<file path="src/rtl/chk_fifo.sv">
// Single-channel expected-word FIFO; head is the oldest stored word, valid whenever empty is 0.
module chk_fifo #(
  parameter int DATA_W = 32,
  parameter int DEPTH  = 8
) (
  input  logic              clk,
  input  logic              rst,
  input  logic              clear,
  input  logic              push,
  input  logic              pop,
  input  logic [DATA_W-1:0] push_data,
  output logic [DATA_W-1:0] head,
  output logic              full,
  output logic              empty
);

  localparam int AW = $clog2(DEPTH);
  localparam logic [AW:0] FULL_CNT = (AW + 1)'(DEPTH);

  logic [AW-1:0]     wr_ptr_q, wr_ptr_d;
  logic [AW-1:0]     rd_ptr_q, rd_ptr_d;
  logic [AW:0]       count_q, count_d;
  logic [DATA_W-1:0] mem_q [DEPTH];
  logic              do_push, do_pop;

  assign full  = (count_q == FULL_CNT);
  assign empty = (count_q == '0);
  assign head  = mem_q[rd_ptr_q];

  always_comb begin
    do_push  = push && !full;
    do_pop   = pop && !empty;
    wr_ptr_d = wr_ptr_q;
    rd_ptr_d = rd_ptr_q;
    count_d  = count_q;
    if (do_push) wr_ptr_d = wr_ptr_q + 1'b1;
    if (do_pop)  rd_ptr_d = rd_ptr_q + 1'b1;
    if (do_push && !do_pop)      count_d = count_q + 1'b1;
    else if (!do_push && do_pop) count_d = count_q - 1'b1;
    if (clear) begin
      wr_ptr_d = '0;
      rd_ptr_d = '0;
      count_d  = '0;
    end
  end

  always_ff @(posedge clk or posedge rst) begin
    if (rst) begin
      wr_ptr_q <= '0;
      rd_ptr_q <= '0;
      count_q  <= '0;
    end else begin
      wr_ptr_q <= wr_ptr_d;
      rd_ptr_q <= rd_ptr_d;
      count_q  <= count_d;
    end
  end

  // Storage needs no reset: nothing is read until the pointers say it was written.
  always_ff @(posedge clk) begin
    if (do_push) mem_q[wr_ptr_q] <= push_data;
  end

endmodule

</file>
<file path="config.mk">
export PLATFORM = sky130hd
export DESIGN_NAME = chk_fifo
export DESIGN_NICKNAME = d
export VERILOG_FILES = /design/src/rtl/chk_fifo.sv
export SDC_FILE = /design/constraint.sdc
export NUM_CORES = 1
export LEC_CHECK = 0
export CORE_UTILIZATION = 43
export CTS_CLUSTER_DIAMETER = 200
export DETAILED_ROUTE_END_ITERATION = 10
export DONT_BUFFER_PORTS = 1
export SLEW_MARGIN = 20
export SYNTH_ARGS = -nofsm -noshare
export SYNTH_HDL_FRONTEND = slang
export SYNTH_SLANG_ARGS = --single-unit
export TNS_END_PERCENT = 1
</file>
<file path="constraint.sdc">
create_clock -name clk -period 9.3 [get_ports clk]
set_input_delay 0.93 -clock clk [delete_from_list [all_inputs] [get_ports clk]]
set_output_delay 0.93 -clock clk [all_outputs]
set_load 0.005 [all_outputs]
</file>
==> run_results.csv <==
group,metric,value,unit
routing,dr_wl_met2,9910,um
synth,ys_ff_latch,266,
floorplan,die_h,157,um
clock_network,clk_latency,0.53,ns
floorplan,die_area,0.0246,sq mm
critical_path,start_kind,"flip-flop",
critical_path,rr_worst_depth,8,
routing,via_per_inst,5.46,
floorplan,rows,56,
routing,drt_first_pass_iters,5,
critical_path,criticalPathCategory,"flip-flop to primary output",
timing,tightest_slew,1.02,ns
power_and_ir_drop,cellLeakagePower,0.00364,uW
critical_path,cp_max_fo,44,
final_layout,nets,514,
timing,setup_viol,0,
timing,drv_slew,0,
critical_path,slowest_delay,0.78,ns
timing,finalSetupTns,0,ns
power_and_ir_drop,ir_drop,0.177,mV
timing,hold_viol_final,0,
global_route,grt_pass1_wl,28600,um
synth,synth_edf_count,256,
critical_path,cp.required,8.37,ns
placed_design,gp_congestion,0.698,
critical_path,cp.arrival,3.00,ns
synth,seq_area_frac_synth,76.9,%
routing,drc,0,
critical_path,ff2ff_setup_slack,6.64,ns
routing,drt-met1-wl,7370,um
timing,fin_skew,0.00979,ns
critical_path,crit_chain,"buf_4 > mux4_2 > mux2_2",
clock_network,cts_sinks,266,
clock_network,htreeDepth,1,
critical_path,r2r-end,"count_q[3]",
timing,period_minus_slack,3.93,ns
routing,wl_met3,1120,um
clock_network,post_cts_buffers,0,
synth,ys.flop_type,"edfxtp_1",
routing,top_layer_used,"met4",
clock_network,cts.root.buffer_cell,"clkbuf_16",
routing,final_antenna_net_count,0,
global_route,grt_util_all_layers,16.0,%
synth,ys_async_sr_fraction,3.76,%
final_layout,area_growth,13.5,%
synth,syn_inst,452,
placed_design,hpwl,10500,um
critical_path,crit_path_end_kind,"primary output",
critical_path,r2r_start,"count_q[0]",
timing,grt_setup_unrepaired,"false",
synth,syn_area_per_cell,22.8,sq um
clock_network,cts_tree,"done",
floorplan,start_util,44.0,%
placed_design,pre_cts_ws,5.83,ns
final_layout,layout-drive-gt1-share,34.4,%
synth,synth_nets,494,
clock_network,clk_path_buf_depth,3,
timing,timing.final.crit_share,42.3,%
clock_network,cts_buffers,28,
timing,layout_setup_ws,5.37,ns
run,maxCapViolations,0,
floorplan,core-area,0.0235,sq mm
outcome,status,"completed",
synth,yosysWarnings,0,
floorplan,io_pins,71,
routing,first_iter_violations,233,
routing,wirelength,18900,um
routing,wire_per_inst,23.2,um
clock_network,ctsResizeCount,0,
global_route,antenna_found_initial,0,
routing,vias,4435,
synth,yosysUniqueCellTypes,33,
clock_network,path_clk_slew,0.06,ns
global_route,grt.overflow.total,0,
critical_path,slowest_stage,"buf_4",
min_path,hold_class,"primary input to async pin",
clock_network,ctsHoldBuffers,0,
timing,fmax,0.254,GHz
final_layout,final_common_cell,"edfxtp_1",
timing,max_slew_margin,32.3,%
final_layout,layout_common_cells,"256 x edfxtp_1, 64 x mux4_2, 32 x mux2_2, 29 x clkbuf_16, 14 x buf_4",
global_route,grt_max_degree,45,
power_and_ir_drop,power.density,268,mW/mm^2
final_layout,nFillCells,1870,
final_layout,antenna_cells,0,
floorplan,dieWidth,157,um
placed_design,portBuffers,0,
synth,syn_area,0.0103,sq mm
global_route,first_global_vias,4898,
Yosys cell counts, types with 2 or more instances:
| library cell | count | share of area (%) |
|---|---|---|
| edfxtp_1 | 256 | 74 |
| mux4_2 | 64 | 14 |
| mux2_2 | 32 | 3.5 |
| clkbuf_1 | 12 | 0.44 |
| dfrtp_1 | 10 | 2.4 |
| nor2_1 | 10 | 0.36 |
| buf_2 | 9 | 0.44 |
| nand2_1 | 7 | 0.25 |
| a21oi_1 | 5 | 0.24 |
| inv_1 | 5 | 0.18 |
| nor3_1 | 5 | 0.24 |
| ha_1 | 4 | 0.48 |
| nand2b_1 | 3 | 0.18 |
| nand3_1 | 3 | 0.15 |
| xnor2_1 | 3 | 0.25 |
| xor2_1 | 3 | 0.25 |
| a211oi_1 | 2 | 0.15 |
| buf_6 | 2 | 0.22 |
| mux2i_1 | 2 | 0.19 |
| nor4_1 | 2 | 0.12 |
cells by family (layout without fill, tap and decap cells):
| logic type | Yosys count | count (layout) | share of synthesized area [%] |
|---|---|---|---|
| adders and majority gates | 5 | 5 | 0.679 |
| DFF | 266 | 266 | 76.9 |
| AOI/OAI and AO/OA | 15 | 15 | 1.29 |
| muxes | 98 | 98 | 17.7 |
| xor gates and xnor gates | 6 | 6 | 0.509 |
| and+or+nand+nor | 33 | 33 | 1.65 |
| buffers and inverters | 29 | 71 | 1.31 |
worst max-delay path, delay by kind of cell, from the launching register on:
kind / cells / cell delay, ns
flip-flops: 1 / 0.72
multiplexers: 2 / 0.91
buffers and inverters: 1 / 0.78
per-stage QoR:
stage | utilization [%] | area (sq um) | hold WS [ns] | total power (uW) | instances
6_report | 49.9 | 11700 | 0.262 | 3140 | 813
5_1_grt | 49.9 | 11700 | 0.291 | 3270 | 813
4_1_cts | 49.9 | 11700 | 0.259 | 3180 | 813
3_5_place_dp | 45.9 | 10800 | 0.637 | 2070 | 761
3_3_place_gp | 45.9 | 10800 | 0.625 | 2050 | 761
2_1_floorplan | - | 10300 | 0.575 | 1940 | 452
area by class of cell:
type,count,area (sq um),share of cell area [%]
Clock buffer,40,807,6.89
Inverter,5,18.8,0.160
Sequential cell,266,7940,67.8
Multi-Input combinational cell,157,2300,19.6
Timing Repair Buffer,14,105,0.898
Tap cell,319,399,3.41
Clock inverter,12,140,1.20
sequential cells by signal (all words and copies together), names as in the netlist:
| name | cells |
|---|---|
| mem_q | 256 |
| count_q | 4 |
| rd_ptr_q | 3 |
| wr_ptr_q | 3 |
how the worst max path moves through the flow:
| stage | start | end | slack [ns] | cells after the start |
|---|---|---|---|---|
| 2_1_floorplan | push | mem_q[0][0] | 4.36 | 3 |
| 3_3_place_gp | rd_ptr_q[0] | head[4] | 5.85 | 3 |
| 3_5_place_dp | rd_ptr_q[0] | head[3] | 5.83 | 3 |
| 4_1_cts | rd_ptr_q[0] | head[3] | 5.26 | 3 |
| 5_1_grt | rd_ptr_q[0] | head[16] | 5.16 | 3 |
| 6_report | rd_ptr_q[0] | head[3] | 5.37 | 3 |
routing by layer:
metal,track usage (%),vias to the layer above
met4,4.72,0
met1,18.2,2370
met5,0,-
met2,29.1,94
li1,-,1934
met3,4.41,37
power by group:
group / total, uW / internal, uW / switching [uW]
logic: 550 / 305 / 245
registers: 1470 / 1390 / 77.5
clock network: 1120 / 685 / 434
Note: power is estimated with default switching activity, not from simulation.
